## src/rtl/hazard_unit_v2.sv

```systemverilog
// RV32I 5-stage hazard unit: forwarding selects, load-use/M-stage stalls, flushes and a
// peripheral-wait FSM with timeout. Optional perf counters behind `HAZ_PERF_CNT_EN.
module hazard_unit_v2 #(
    parameter int REG_AW      = 5,
    parameter int LOAD_LAT    = 1,
    parameter int PER_TIMEOUT = 16,
    parameter int CNT_W       = 32
) (
    input  logic              clk,
    input  logic              rst_n,
    input  logic [REG_AW-1:0] Rs1D,
    input  logic [REG_AW-1:0] Rs2D,
    input  logic [REG_AW-1:0] Rs1E,
    input  logic [REG_AW-1:0] Rs2E,
    input  logic [REG_AW-1:0] RdE,
    input  logic              ResultSrcE0,
    input  logic              PCSrcE,
    input  logic [REG_AW-1:0] RdM,
    input  logic              RegWriteM,
    input  logic              ResultSrcM0,
    input  logic [REG_AW-1:0] RdW,
    input  logic              RegWriteW,
    input  logic              IsPerM,
    input  logic              PENABLE,
    input  logic              proc_ready,
    output logic              StallF,
    output logic              StallD,
    output logic              StallE,
    output logic              StallM,
    output logic              FlushD,
    output logic              FlushE,
    output logic              FlushM,
    output logic              FlushW,
    output logic [1:0]        ForwardAE,
    output logic [1:0]        ForwardBE,
    output logic              PerTimeout
`ifdef HAZ_PERF_CNT_EN
    ,
    output logic [CNT_W-1:0]  LwStallCnt,
    output logic [CNT_W-1:0]  PerStallCnt,
    output logic [CNT_W-1:0]  FlushCnt
`endif
);

    localparam int WC_W = $clog2(PER_TIMEOUT + 2);

    typedef enum logic [1:0] {P_IDLE, P_WAIT, P_ERR} pstate_t;

    pstate_t         r_state, w_state_nxt;
    logic [WC_W-1:0] r_wcnt, w_wcnt_nxt;

    logic w_hit, w_lw_stall, w_m_stall, w_per_stall, w_m_fwd_ok, w_tmo;

    function automatic logic [1:0] fwd_sel(input logic [REG_AW-1:0] rs,
                                           input logic [REG_AW-1:0] rd_m,
                                           input logic [REG_AW-1:0] rd_w,
                                           input logic m_ok,
                                           input logic w_ok);
        logic [1:0] sel;
        sel = 2'b00;
        if (rs != '0 && rs == rd_m && m_ok)
            sel = 2'b10;
        else if (rs != '0 && rs == rd_w && w_ok)
            sel = 2'b01;
        return sel;
    endfunction

    // A 2-cycle load in M has no data yet; it falls through to W/regfile while mStall holds E.
    assign w_m_fwd_ok = RegWriteM && !((LOAD_LAT == 2) && ResultSrcM0);
    assign ForwardAE  = fwd_sel(Rs1E, RdM, RdW, w_m_fwd_ok, RegWriteW);
    assign ForwardBE  = fwd_sel(Rs2E, RdM, RdW, w_m_fwd_ok, RegWriteW);

    assign w_lw_stall = ResultSrcE0 && (RdE != '0) && ((Rs1D == RdE) || (Rs2D == RdE));
    assign w_m_stall  = (LOAD_LAT == 2) && ResultSrcM0 && RegWriteM && (RdM != '0) &&
                        ((Rs1E == RdM) || (Rs2E == RdM));

    assign w_hit       = PENABLE && proc_ready;
    assign w_tmo       = (PER_TIMEOUT != 0) && (r_wcnt == WC_W'(PER_TIMEOUT - 1));
    assign w_per_stall = IsPerM && !w_hit && (r_state != P_ERR);

    always_ff @(posedge clk or negedge rst_n) begin
        if (!rst_n) begin
            r_state <= P_IDLE;
            r_wcnt  <= '0;
        end else begin
            r_state <= w_state_nxt;
            r_wcnt  <= w_wcnt_nxt;
        end
    end

    always_comb begin
        w_state_nxt = r_state;
        w_wcnt_nxt  = r_wcnt;
        case (r_state)
            P_IDLE: begin
                if (IsPerM && !w_hit) begin
                    w_state_nxt = P_WAIT;
                    w_wcnt_nxt  = WC_W'(1);
                end
            end
            P_WAIT: begin
                if (!IsPerM || w_hit) begin
                    w_state_nxt = P_IDLE;
                    w_wcnt_nxt  = '0;
                end else if (w_tmo) begin
                    w_state_nxt = P_ERR;
                    w_wcnt_nxt  = '0;
                end else begin
                    w_wcnt_nxt  = r_wcnt + WC_W'(1);
                end
            end
            default: begin
                w_state_nxt = P_IDLE;
                w_wcnt_nxt  = '0;
            end
        endcase
    end

    assign StallF     = w_lw_stall | w_m_stall | w_per_stall;
    assign StallD     = StallF;
    assign StallE     = w_m_stall | w_per_stall;
    assign StallM     = w_per_stall;
    // Branch flush is suppressed while E is held, so it fires once on the release cycle.
    assign FlushD     = PCSrcE && !StallE;
    assign FlushE     = (w_lw_stall || PCSrcE) && !StallE;
    assign FlushM     = w_m_stall && !w_per_stall;
    assign FlushW     = w_per_stall || (r_state == P_ERR);
    assign PerTimeout = (r_state == P_ERR);

`ifdef HAZ_PERF_CNT_EN
    function automatic logic [CNT_W-1:0] sat_inc(input logic [CNT_W-1:0] c);
        return (&c) ? c : c + CNT_W'(1);
    endfunction

    always_ff @(posedge clk or negedge rst_n) begin
        if (!rst_n) begin
            LwStallCnt  <= '0;
            PerStallCnt <= '0;
            FlushCnt    <= '0;
        end else begin
            if (w_lw_stall || w_m_stall) LwStallCnt  <= sat_inc(LwStallCnt);
            if (w_per_stall)             PerStallCnt <= sat_inc(PerStallCnt);
            if (FlushE)                  FlushCnt    <= sat_inc(FlushCnt);
        end
    end
`endif

endmodule
```

## config.mk

```make
export PLATFORM = sky130hd
export DESIGN_NAME = hazard_unit_v2
export DESIGN_NICKNAME = d
export VERILOG_FILES = /design/src/rtl/hazard_unit_v2.sv
export SDC_FILE = /design/constraint.sdc
export NUM_CORES = 1
export LEC_CHECK = 0
export CAP_MARGIN = 20
export CORE_MARGIN = 10
export CORE_UTILIZATION = 39
export CTS_BUF_LIST = sky130_fd_sc_hd__clkbuf_4
export DETAILED_ROUTE_END_ITERATION = 6
export PLACE_DENSITY = 0.88
export SLEW_MARGIN = 20
export SYNTH_ARGS = -nofsm -noshare
export SYNTH_HDL_FRONTEND = slang
export SYNTH_SLANG_ARGS = --single-unit
export TNS_END_PERCENT = 1
```

## constraint.sdc

```tcl
create_clock -name clk -period 4 [get_ports clk]
set_clock_uncertainty 0.15 [all_clocks]
set_input_delay 0.8 -clock clk [delete_from_list [all_inputs] [get_ports clk]]
set_output_delay 0.8 -clock clk [all_outputs]
set_load 0.01 [all_outputs]
```

==> results.md, run 1 <==
- Post-DR vias/cell: about 5.2
- Diodes inserted: 0
- Cell Pwr Density: 191 nW/um2
- Compound-Gate Fraction of Synth Area: approximately 8%
- Async set or reset register ratio after synthesis: 100%
- Met2 Usage GRT: about a quarter
- GR Util met1: between 10% and 20%
- Top Usage Layer GRT: met2
- Mux cell area share after synthesis: 0%
- CTS Sinks: 7
- Pin count of the biggest net entering global routing: 13
- Period minus WS final: 3.87 ns
- Setup TNS Final: 0 ns
- Post-Synth XOR/XNOR Area: 33.3%
- Grt ovf: 0
- Total setup buffers inserted after CTS: 0
- Initial core utilization: 42.0%
- Fin crit share: around 97%
- Post-Synth Adder-Cell Area: about 1.5%
- Gpl congestion: ~0.87
- Post-Syn Instances: 99
- RSZ-0062 raised after global routing: false
- Syn_nets: 145
- Syn avg cell area: 8.49 um2
- Max-slew violations: 0
- Vias in the first global route: about 1.0k
- LEAKAGE: 0.552 nW
- Clock transition at path regs: roughly 0.050 ns
- Number of flops mapped to enable cells by yosys: 0
- Die width: 66.4 um
- 1st-iter DRT viols: 21
- Post-CTS Resized: 0
- Via count: about 940
- Longest Clk Path Bufs: 2
- Htree depth: 1
- Commonest non-fill, non-tap cell in the layout: clkdlybuf4s50_1
- Hold Violations, Final: 0
- Core Region: roughly 2000 um2
- Setup WS post-layout: ~0.13 ns
- Status: finished clean
- Remaining DRCs: 0
- Row Count: 16
- Top Ports: between 50 and 60
- Clk_lat worst skew: 0.25 ns
- GRT Total Usage: 13.3%
- Hold-fix buffers at CTS: 0
- Sequential-to-total area share from yosys stat: 20.8%
- Met3 GRT Util: under 10%
- Largest family of logic cells by synthesized area: XOR/XNOR gates
- DP Worst Slack: ~0.12 ns
- DP Wirelength: 2690 um
- NumNets Final: between 200 and 250
- Max_cap viols: 0
- CTS tree: built
- Ratio of cells with drive above 1 in the final layout: around 8.4%
- Final setup fails: 0
- Synth Area in Simple Gates: 31.4%
- CTS Buf Count: 3
- CP startpoint kind: input port
- Critical path fanouts, max: 3
- Post-synth top flop: dfrtp_1
- Die Y: approximately 66 um
- CP required: around 3.1 ns
- Peak VDD IR: ~0.18 mV
- Fmax: approximately 0.26 GHz
- Post-detailed-route count of antenna-violating nets: 0
- Root Buffer: clkbuf_4
- Initial antenna violation count: 0
- Avg WL per Cell: between 15 and 20 um
- Crit path capture type: output port
- Post-Syn Area: between 800 and 900 um2
- Area grow syn2layout: 70.8%
- Most frequent cells in the layout: 55 x clkdlybuf4s50_1, 17 x xnor2_1, 15 x xor2_1, 8 x nand2_1, 7 x dfrtp_1
- Die ar.: between 4000 and 5000 um2
- Final wirelength: about 3000 um
- First-pass GRT wire length: between 4000 and 5000 um
- Worst path arrival time: between 2 and 3 ns
- Flops & latches, synth: 7
- Hold Crit Class: reg -> reg
- Post-synth cell types: 28
- Yosys warns: 0
- Port buffer count: 55
- Critical setup path kind: in -> out
- Initial DRT Pass Iterations: 4
-- per-layer routing --
layer,vias to the layer above,wire [um]
met5,-,0
met1,437,1170
met4,0,39
met2,40,1610
met3,4,172
li1,457,-
-- state kept, by name, indices dropped and copies added (netlist names) --
| register | flops |
|---|---|
| r_wcnt | 5 |
| r_state | 2 |
-- critical path, cell delays in order --
cell	delay, ns
clkdlybuf4s50_1	0.48
or4_4	0.58
nor2_4	0.12
nor4_2	0.06
nor4_2	0.27
clkdlybuf4s50_1	0.61
-- logic make-up after synthesis --
kind of cell / Yosys count
buffers and inverters: 7
DFF: 7
xor gates and xnor gates: 32
adders and majority gates: 1
other: 1
AOI/OAI and AO/OA: 11
and+or+nand+nor: 40
-- through the flow --
stage	instances	hold slack [ns]	area [um2]	power, mW	util (%)
3_5_place_dp	178	0.357	1410	0.206	70.3
5_1_grt	182	0.383	1440	0.290	71.8
4_1_cts	182	0.372	1440	0.277	71.8
2_1_floorplan	99	0.337	841	0.132	-
6_report	182	0.371	1440	0.275	71.8
3_3_place_gp	178	0.353	1410	0.200	70.3
-- area by class of cell --
cell class | count | area, um2
tap | 27 | 33.8
clock buffer | 4 | 30.0
timing repair buffer | 56 | 558
multi-input combinational | 85 | 628
fill | 158 | 566
inverter | 3 | 11.3
sequential | 7 | 175
-- synthesized netlist by cell type, types with 2 or more instances --
library cell | instances | area (um2)
nand2_1 | 8 | 30.0
or4_4 | 2 | 22.5
nand4_1 | 4 | 25.0
nor2_1 | 4 | 15.0
nor2_4 | 2 | 22.5
nor4_2 | 4 | 50.1
o21ai_0 | 3 | 15.0
xor2_1 | 15 | 131
dfrtp_1 | 7 | 175
nor3_1 | 4 | 20.0
xnor2_1 | 17 | 149
nand3b_1 | 3 | 22.5
a21oi_1 | 3 | 15.0
buf_4 | 3 | 22.5
inv_1 | 3 | 11.3
nand3_1 | 5 | 25.0
-- power by group --
| group | total (mW) | internal (mW) | switching, mW | leakage (nW) |
|---|---|---|---|---|
| registers | 0.0806 | 0.0752 | 0.00543 | 0.0928 |
| clock network | 0.0694 | 0.0448 | 0.0247 | 0.0184 |
| logic | 0.125 | 0.0747 | 0.0502 | 0.441 |
| total | 0.275 | 0.195 | 0.0802 | 0.552 |
-- final timing paths --
| check | startpoint | end | slack [ns] | cells after the start |
|---|---|---|---|---|
| worst min register to register | r_wcnt[4] | r_wcnt[4] | 0.37 | 1 |
| worst min-delay path | r_wcnt[4] | r_wcnt[4] | 0.37 | 1 |
| worst max-delay path | Rs1E[1] | ForwardAE[0] | 0.13 | 6 |
| worst max register to register | r_wcnt[0] | r_wcnt[3] | 2.58 | 5 |
| max in group asynchronous | rst_n | r_state[0] | 2.80 | 1 |
| min in group asynchronous | rst_n | r_wcnt[0] | 0.66 | 1 |
Note: power is estimated with default switching activity, not from simulation.
==> run 2: changes to the inputs <==
--- a/config.mk
+++ b/config.mk
@@ -8,7 +8,7 @@
 export CAP_MARGIN = 20
 export CORE_MARGIN = 10
 export CORE_UTILIZATION = 39
-export CTS_BUF_LIST = sky130_fd_sc_hd__clkbuf_4
+export CTS_BUF_LIST = sky130_fd_sc_hd__clkbuf_8
 export DETAILED_ROUTE_END_ITERATION = 6
 export PLACE_DENSITY = 0.88
 export SLEW_MARGIN = 20
==> results.md, run 2 (same netlist as run 1, synthesis figures left out) <==
- Status: finished clean (unchanged)
- CTS tree: built (unchanged)
- Fin util: 72.5% (was 71.8%)
- Htree depth: 1 (unchanged)
- Row Count: 16 (unchanged)
- DP Worst Slack: 0.119 ns (unchanged)
- Combinational power share: 41.3% (was 45.4%)
- Register Area: 175 um2 (unchanged)
- Crit path capture type: output port (unchanged)
- CP max stage cell: clkdlybuf4s50_1 (unchanged)
- RSZ-0062 raised after global routing: false (unchanged)
- Setup WS post-layout: 0.117 ns (was 0.131 ns)
- 1st-iter DRT viols: 19 (was 21)
- CP startpoint kind: input port (unchanged)
- Root Buffer: clkbuf_8 (was clkbuf_4)
- NumNets Final: 202 (unchanged)
- Peak VDD IR: 0.194 mV (was 0.179 mV)
- Core Region: 2000 um2 (unchanged)
- Cell Pwr Density: 208 nW/um2 (was 191 nW/um2)
- Die ar.: 4410 um2 (unchanged)
- Final setup fails: 0 (unchanged)
- Switching pwr: 85.9 uW (was 80.2 uW)
- Remaining DRCs: 0 (unchanged)
- Post-detailed-route count of antenna-violating nets: 0 (unchanged)
- Max incr delay on CP: 0.61 ns (about the same)
- CTS Buf Count: 3 (unchanged)
- Die Y: 66.4 um (unchanged)
- Post-CTS Resized: 0 (unchanged)
- Vias in the first global route: 1037 (was 1045)
- CTS Sinks: 7 (unchanged)
- Hold Violations, Final: 0 (unchanged)
- Max FFs per register: 5 (unchanged)
- Clock transition at path regs: 0.04 ns (was 0.05 ns)
- Initial antenna violation count: 0 (unchanged)
- Clock power frac: 31.9% (was 25.2%)
- Final wirelength: 3050 um (was 3000 um)
- Gpl congestion: 0.870 (unchanged)
- Reg with most FFs: r_wcnt (unchanged)
- Initial core utilization: 42.0% (unchanged)
- Met3 GRT Util: 3.39% (was 2.88%)
- Port buffer count: 55 (unchanged)
- GR Util met1: 13.3% (was 12.9%)
- Initial DRT Pass Iterations: 3 (was 4)
- Top Ports: 58 (unchanged)
- Critical setup path kind: in -> out (unchanged)
- Total setup buffers inserted after CTS: 0 (unchanged)
- Period minus WS final: 3.88 ns (was 3.87 ns)
- Via count: 933 (was 938)
- Layout Cells excl Fill: 182 (unchanged)
- Clk_lat worst skew: 0.23 ns (was 0.25 ns)
- Crit-path cells: clkdlybuf4s50_1, or4_4, nor2_4, nor4_2, nor4_2, clkdlybuf4s50_1 (unchanged)
- Area grow syn2layout: 72.6% (was 70.8%)
- GRT Total Usage: 13.7% (was 13.3%)
- Hold Crit Class: reg -> reg (unchanged)
- LEAKAGE: 0.561 nW (was 0.552 nW)
- Fin crit share: 97.1% (was 96.7%)
- R2R setup slack: 2.57 ns (was 2.58 ns)
- Ratio of cells with drive above 1 in the final layout: 7.74% (was 8.39%)
- Area occupied by multi-input gates: 628 um2 (unchanged)
- Avg WL per Cell: 16.8 um (was 16.5 um)
- First-pass GRT wire length: 4800 um (was 4750 um)
- Longest Clk Path Bufs: 2 (unchanged)
- CP required: 3.05 ns (about the same)
- Pin count of the biggest net entering global routing: 13 (unchanged)
- Hold-fix buffers at CTS: 0 (unchanged)
- Diodes inserted: 0 (unchanged)
- Most frequent cells in the layout: 55 x clkdlybuf4s50_1, 17 x xnor2_1, 15 x xor2_1, 8 x nand2_1, 7 x dfrtp_1 (unchanged)
- Die width: 66.4 um (unchanged)
- Critical path fanouts, max: 3 (unchanged)
- Max_cap viols: 0 (unchanged)
- Commonest non-fill, non-tap cell in the layout: clkdlybuf4s50_1 (unchanged)
- Setup TNS Final: 0 ns (unchanged)
- Inst Count DP: 178 (unchanged)
- DP Wirelength: 2690 um (unchanged)
- Top Usage Layer GRT: met2 (unchanged)
- Grt ovf: 0 (unchanged)
- Max-slew violations: 0 (unchanged)
- Post-DR vias/cell: 5.13 (was 5.15)
- Sw Ratio: 28.4% (was 29.2%)
- Fmax: 0.258 GHz (about the same)
- Largest registers: r_wcnt (5), r_state (2) (unchanged)
- Reg power frac: 26.8% (was 29.3%)
- Worst path arrival time: 2.93 ns (was 2.92 ns)
- Fill cell count: 158 (unchanged)
- Int Pwr: 216 uW (was 195 uW)
- Met2 Usage GRT: 26.3% (was 26.7%)
run 2: cell types whose count changed in the layout (fill, tap and decap cells not counted), sizes merged:
cell | previous run | this run
clkbuf | 4 | 3
inv | 3 | 4
run 2: power groups by stage:
stage	combinational [mW]	clock [mW]	sequential (mW)
floorplan	0.0527	0	0.0795
global placement	0.119	0	0.0810
detailed placement	0.125	0	0.0815
CTS	0.126	0.0994	0.0809
global route	0.135	0.102	0.0815
finish	0.125	0.0963	0.0811
run 2: per-layer routing:
layer / vias to the layer above / routed length (um)
li1: 457 / -
met1: 436 / 1210
met2: 36 / 1630
met3: 4 / 172
met4: 0 / 40
met5: - / 0
run 2: final timing paths:
kind	end	startpoint	cells past startpoint
worst max-delay path	ForwardAE[0]	Rs1E[1]	6
worst min-delay path	r_wcnt[4]	r_wcnt[4]	1
worst max register to register	r_wcnt[3]	r_wcnt[0]	5
worst min register to register	r_wcnt[4]	r_wcnt[4]	1
max in group asynchronous	r_state[0]	rst_n	1
min in group asynchronous	r_wcnt[0]	rst_n	1
run 2: cell type report:
type                       instances  share of cell area, %
clock buffer                       3                   2.84
clock inverter                     1                  0.259
inverter                           3                  0.776
multi-input combinational         85                   43.3
sequential                         7                   12.1
tap                               27                   2.33
timing repair buffer              56                   38.4
run 2: metrics by stage:
| step | hold slack (ns) | instance area, um2 | total power [mW] |
|---|---|---|---|
| floorplan | 0.337 | 841 | 0.132 |
| global placement | 0.353 | 1410 | 0.200 |
| detailed placement | 0.357 | 1410 | 0.206 |
| CTS | 0.369 | 1450 | 0.306 |
| global route | 0.379 | 1450 | 0.319 |
| finish | 0.369 | 1450 | 0.302 |
run 2: worst max-delay path, delay by kind of cell:
family,cells,cell delay (ns)
buffers and inverters,2,1.09
AND/OR/NAND/NOR,4,1.03
==> run 3: changes to the inputs <==
--- a/config.mk
+++ b/config.mk
@@ -7,10 +7,10 @@
 export LEC_CHECK = 0
 export CAP_MARGIN = 20
 export CORE_MARGIN = 10
-export CORE_UTILIZATION = 39
+export CORE_UTILIZATION = 33
 export CTS_BUF_LIST = sky130_fd_sc_hd__clkbuf_8
 export DETAILED_ROUTE_END_ITERATION = 6
-export PLACE_DENSITY = 0.88
+export PLACE_DENSITY = 0.79
 export SLEW_MARGIN = 20
 export SYNTH_ARGS = -nofsm -noshare
 export SYNTH_HDL_FRONTEND = slang
==> constraint.sdc (replaced) <==
create_clock -name clk -period 3.5 [get_ports clk]
set_clock_uncertainty 0.15 [all_clocks]
set_input_delay 0.7 -clock clk [delete_from_list [all_inputs] [get_ports clk]]
set_output_delay 0.7 -clock clk [all_outputs]
set_load 0.01 [all_outputs]
==> results.md, run 3 (same netlist as run 1, synthesis figures left out) <==
- Gpl congestion: 0.910 (was 0.870)
- Layout Cells excl Fill: 194 (was 182)
- Area grow syn2layout: 80.8% (was 72.6%)
- CP max stage cell: or4_1 (was clkdlybuf4s50_1)
- Htree depth: 1 (unchanged)
- Setup WS post-layout: 0.126 ns (was 0.117 ns)
- Vias in the first global route: 990 (was 1037)
- Clock transition at path regs: 0.04 ns (about the same)
- Clk_lat worst skew: 0.22 ns (was 0.23 ns)
- Worst path arrival time: 2.52 ns (was 2.93 ns)
- FF-to-FF path depth: 5 (unchanged)
- Die ar.: 4970 um2 (was 4410 um2)
- Crit-path cells: clkdlybuf4s50_1, or4_1, o21ai_1, o21ai_1, clkdlybuf4s50_1 (was clkdlybuf4s50_1, or4_4, nor2_4, nor4_2, nor4_2, clkdlybuf4s50_1)
- Hold Violations, Final: 0 (unchanged)
- Diodes inserted: 0 (unchanged)
- Status: finished clean (unchanged)
- Grt ovf: 0 (unchanged)
- Inst Count DP: 190 (was 178)
- Port buffer count: 55 (unchanged)
- Reg with most FFs: r_wcnt (unchanged)
- Max incr delay on CP: 0.53 ns (was 0.61 ns)
- Fin util: 61.9% (was 72.5%)
- NumNets Final: 211 (was 202)
- DP Wirelength: 2610 um (was 2690 um)
- Initial DRT Pass Iterations: 3 (unchanged)
- CTS tree: built (unchanged)
- RSZ-0062 raised after global routing: false (unchanged)
- Crit path capture type: output port (unchanged)
- Die Y: 70.5 um (was 66.4 um)
- Core Region: 2450 um2 (was 2000 um2)
- Most frequent cells in the layout: 53 x clkdlybuf4s50_1, 17 x xnor2_1, 15 x xor2_1, 10 x buf_4, 8 x nand2_1 (was 55 x clkdlybuf4s50_1, 17 x xnor2_1, 15 x xor2_1, 8 x nand2_1, 7 x dfrtp_1)
- Family with the most delay on the worst path: buffers and inverters (unchanged)
- Initial antenna violation count: 0 (unchanged)
- Critical setup path kind: in -> out (unchanged)
- Max_cap viols: 0 (unchanged)
- Worst Path Buf+Inv: 2 (unchanged)
- CP required: 2.65 ns (was 3.05 ns)
- Die width: 70.5 um (was 66.4 um)
- LEAKAGE: 0.614 nW (was 0.561 nW)
- Peak VDD IR: 0.318 mV (was 0.194 mV)
- Longest Clk Path Bufs: 2 (unchanged)
- Pin count of the biggest net entering global routing: 13 (unchanged)
- Max-slew violations: 0 (unchanged)
- First-pass GRT wire length: 4880 um (was 4800 um)
- Post-detailed-route count of antenna-violating nets: 0 (unchanged)
- Final setup fails: 0 (unchanged)
- Via count: 907 (was 933)
- Worst r2r src: r_wcnt[0] (unchanged)
- Worst reg2reg endpoint: r_wcnt[3] (unchanged)
- CP Capture Point: StallF (was ForwardAE[0])
- CTS Buf Count: 3 (unchanged)
- 1st-iter DRT viols: 30 (was 19)
- Worst path depth: 5 (was 6)
- GRT Total Usage: 11.8% (was 13.7%)
- Period minus WS final: 3.37 ns
- Avg WL per Cell: 15.2 um (was 16.8 um)
- Total setup buffers inserted after CTS: 0 (unchanged)
- Fin crit share: a little over nine tenths
- Hold-fix buffers at CTS: 0 (unchanged)
- Remaining DRCs: 0 (unchanged)
- Cell Pwr Density: 229 nW/um2 (was 208 nW/um2)
- Critical path fanouts, max: 3 (unchanged)
- Hold Crit Class: reg -> reg (unchanged)
- Post-DR vias/cell: 4.68 (was 5.13)
- CTS Sinks: 7 (unchanged)
- Fmax: roughly 0.3 GHz
- CP startpoint kind: input port (unchanged)
- R2R setup slack: 2.07 ns (was 2.57 ns)
- Crit path from: RdE[1] (was Rs1E[1])
- Fill cell count: 216 (was 158)
- Commonest non-fill, non-tap cell in the layout: clkdlybuf4s50_1 (unchanged)
- Row Count: 18 (was 16)
- Setup TNS Final: 0 ns (unchanged)
- DP Worst Slack: -0.0208 ns (was 0.119 ns)
- Max FFs per register: 5 (unchanged)
- Root Buffer: clkbuf_8 (unchanged)
- Final wirelength: 2940 um (was 3050 um)
- Top Ports: 58 (unchanged)
- Largest registers: r_wcnt (5), r_state (2) (unchanged)
- Initial core utilization: 34.3% (was 42.0%)
- Ratio of cells with drive above 1 in the final layout: 12.8% (was 7.74%)
## run 3: cell types whose count changed in the layout (fill, tap and decap cells not counted)
cell             change
buf_4                +9
clkdlybuf4s50_1      -2
dlygate4sd2_1        +2
o21ai_0              -2
o21ai_1              +2
## run 3: report_power, final
part           internal (mW)  total [mW]  switching, mW
registers             0.0862      0.0928        0.00660
logic                 0.0908       0.147         0.0561
clock network         0.0756       0.108         0.0325
## run 3: worst min path at each step
stage | to | cells past startpoint | from | slack [ns]
after floorplan | r_state[0] | 0 | rst_n | 0.25
after global placement | r_wcnt[4] | 1 | r_wcnt[4] | 0.36
after detailed placement | r_wcnt[4] | 1 | r_wcnt[4] | 0.38
after CTS | r_wcnt[4] | 1 | r_wcnt[4] | 0.39
after global routing | r_wcnt[4] | 1 | r_wcnt[4] | 0.43
final | r_wcnt[4] | 1 | r_wcnt[4] | 0.39
## run 3: what timing repair did
| action | CTS | global route |
|---|---|---|
| gates cloned | 0 | 0 |
| pin swaps | 0 | 0 |
| gates resized for setup | 2 | 2 |
| endpoints found under the setup margin | 2 | 2 |
## run 3: cell type report
| type | count | area, um2 | share of cell area [%] |
|---|---|---|---|
| flip-flops and latches | 7 | 175 | 11.5 |
| repair buffers | 65 | 623 | 41.0 |
| multi-input cells | 85 | 628 | 41.3 |
| clock inverters | 1 | 3.75 | 0.247 |
| inverters | 3 | 11.3 | 0.741 |
| clock buffers | 3 | 41.3 | 2.72 |
| well taps | 30 | 37.5 | 2.47 |
## run 3: worst register-to-register path, cell delays in order (launching register included)
cell and delay (ns):
dfrtp_1 0.39, ha_1 0.20, nand3_1 0.10, nor2_1 0.23, nand4b_1 0.16, a21oi_1 0.07
## run 3: through the flow
step | power, mW | hold WS, ns | instance area [um2]
2_1_floorplan | 0.151 | 0.254 | 841
3_5_place_dp | 0.241 | 0.380 | 1480
5_1_grt | 0.371 | 0.433 | 1520
4_1_cts | 0.351 | 0.395 | 1520
6_report | 0.348 | 0.389 | 1520
3_3_place_gp | 0.237 | 0.356 | 1480
## run 3: metal layers
| metal | up-vias | part of all wire, % | GRT usage [%] |
|---|---|---|---|
| met1 | 399 | 44 | 14.5 |
| met2 | 27 | 51 | 20.1 |
| met5 | - | 0 | 0 |
| li1 | 477 | - | - |
| met3 | 4 | 3.6 | 2.12 |
| met4 | 0 | 1.1 | 3.29 |
==> edit (settings of run 2) <==
Encoding of `pstate_t`: now one-hot (3 bits for 3 states).
--- a/src/rtl/hazard_unit_v2.sv
+++ b/src/rtl/hazard_unit_v2.sv
@@ -44,7 +44,7 @@
 
     localparam int WC_W = $clog2(PER_TIMEOUT + 2);
 
-    typedef enum logic [1:0] {P_IDLE, P_WAIT, P_ERR} pstate_t;
+    typedef enum logic [2:0] {P_IDLE = 3'b001, P_WAIT = 3'b010, P_ERR = 3'b100} pstate_t;
 
     pstate_t         r_state, w_state_nxt;
     logic [WC_W-1:0] r_wcnt, w_wcnt_nxt;
Behaviour: same outputs for any inputs over 10 cycles, from zero or initial values and one cycle with rst_n low; not proved beyond that.
==> edit against run 2 <==
Setup slack better by 0.062 ns. Area after synthesis up 4.6%. Final area is 2.5% higher. Register-to-register slack worse by 0.29 ns. Total power grew 8.4%. Maximum frequency up 1.6%. Wire length down 4.7%. Sequential cell count grew 1. Final cell count rose by 1.1%. First-iteration DRC count up 37%. Critical path type unchanged. Critical endpoint unchanged.
==> edit: results (changes against run 2) <==
[detailed_routing]
vias = 960  ; +2.9%
drt-total-wl_mm = 2.91  ; -4.7%
drt_iter0_drc = 26  ; +7
vias_per_cell = 5.22  ; +1.8%
drt_pass1_iterations = 4  ; +1

[final_layout]
fin_nets = 203  ; +0.50%
biggestRegsByFlops = r_wcnt (5), r_state (3)
fillers = 192  ; +22%

[global_routing]
grt_pass1_vias = 1026  ; -1.1%
use_met3 = 0.0760  ; +0.0421
grt_util_met2 = 0.238  ; -0.0249
grt_pass1_wl_mm = 4.44  ; -7.5%
grt_util_all_layers = 0.124  ; -0.0130
grt_use_met1 = 0.102  ; -0.0305

[synth]
ys_seq_area_frac = 0.229  ; +0.0207
synth_cells = 100  ; +1.0%
synthTopCellsByArea = dfrtp_1 20%, xnor2_1 17%, xor2_1 14%
synth_nets = 146  ; +0.69%
yosysUniqueCellTypes = 33  ; +18%

[placement]
dp_slack_ns = 0.167  ; +0.0476 ns
place_area_sq_um = 1440  ; +2.6%
gp_congestion = 0.803  ; -7.7%
hpwl_mm = 2.67  ; -0.90%
dp.cells = 180  ; +1.1%

[critical_path]
r2r_start = r_state[0]
r2r_setup_slack_ns = 2.28  ; -0.29 ns
rr_worst_depth = 4  ; -1
cp_slowest_stage_delay_ns = 0.58  ; -0.03 ns

[worst_hold_path]
holdPathEnd = r_state[2]

[status]
status = finished clean

[pwr]
ir_drop_v = 0.000217  ; +12%
power.leakage_nw = 0.575  ; +2.5%

[timing]
worst_slack_ns = 0.179  ; +0.0618 ns
hold_ws_ns = 0.327  ; -0.0413 ns

[edit: cell types whose count changed after synthesis, sizes merged, moves of 2 or more]
cell    change
a21oi       -2
o22ai       +2
or3b        +2
nand3       -2
nand3b      -3
[edit: cell families after synthesis]
group	synth area share
simple gates	0.306
xor+xnor	0.309
compound gates	0.0996
flops	0.229
buf+inv	0.0384
fa+ha+maj	0.0142
other cells	0.00426
[edit: area by class of cell]
type,count,area [sq um],area share
Clock inverter,1,3.75,0.00252
Multi-Input combinational cell,86,644,0.433
Sequential cell,8,201,0.135
Clock buffer,3,41.3,0.0278
Inverter,3,11.3,0.00757
Tap cell,28,35.0,0.0235
Timing Repair Buffer,55,551,0.370
[edit: layer usage]
metal  wire [um]  vias up
met4          42        0
li1            -      465
met3         316        7
met5           0        -
met1         910      450
met2        1640       38
[edit: report_power, final]
group / internal [mW] / switching, mW
clock: 0.0666 / 0.0336
combinational: 0.0781 / 0.0544
sequential: 0.0882 / 0.00693
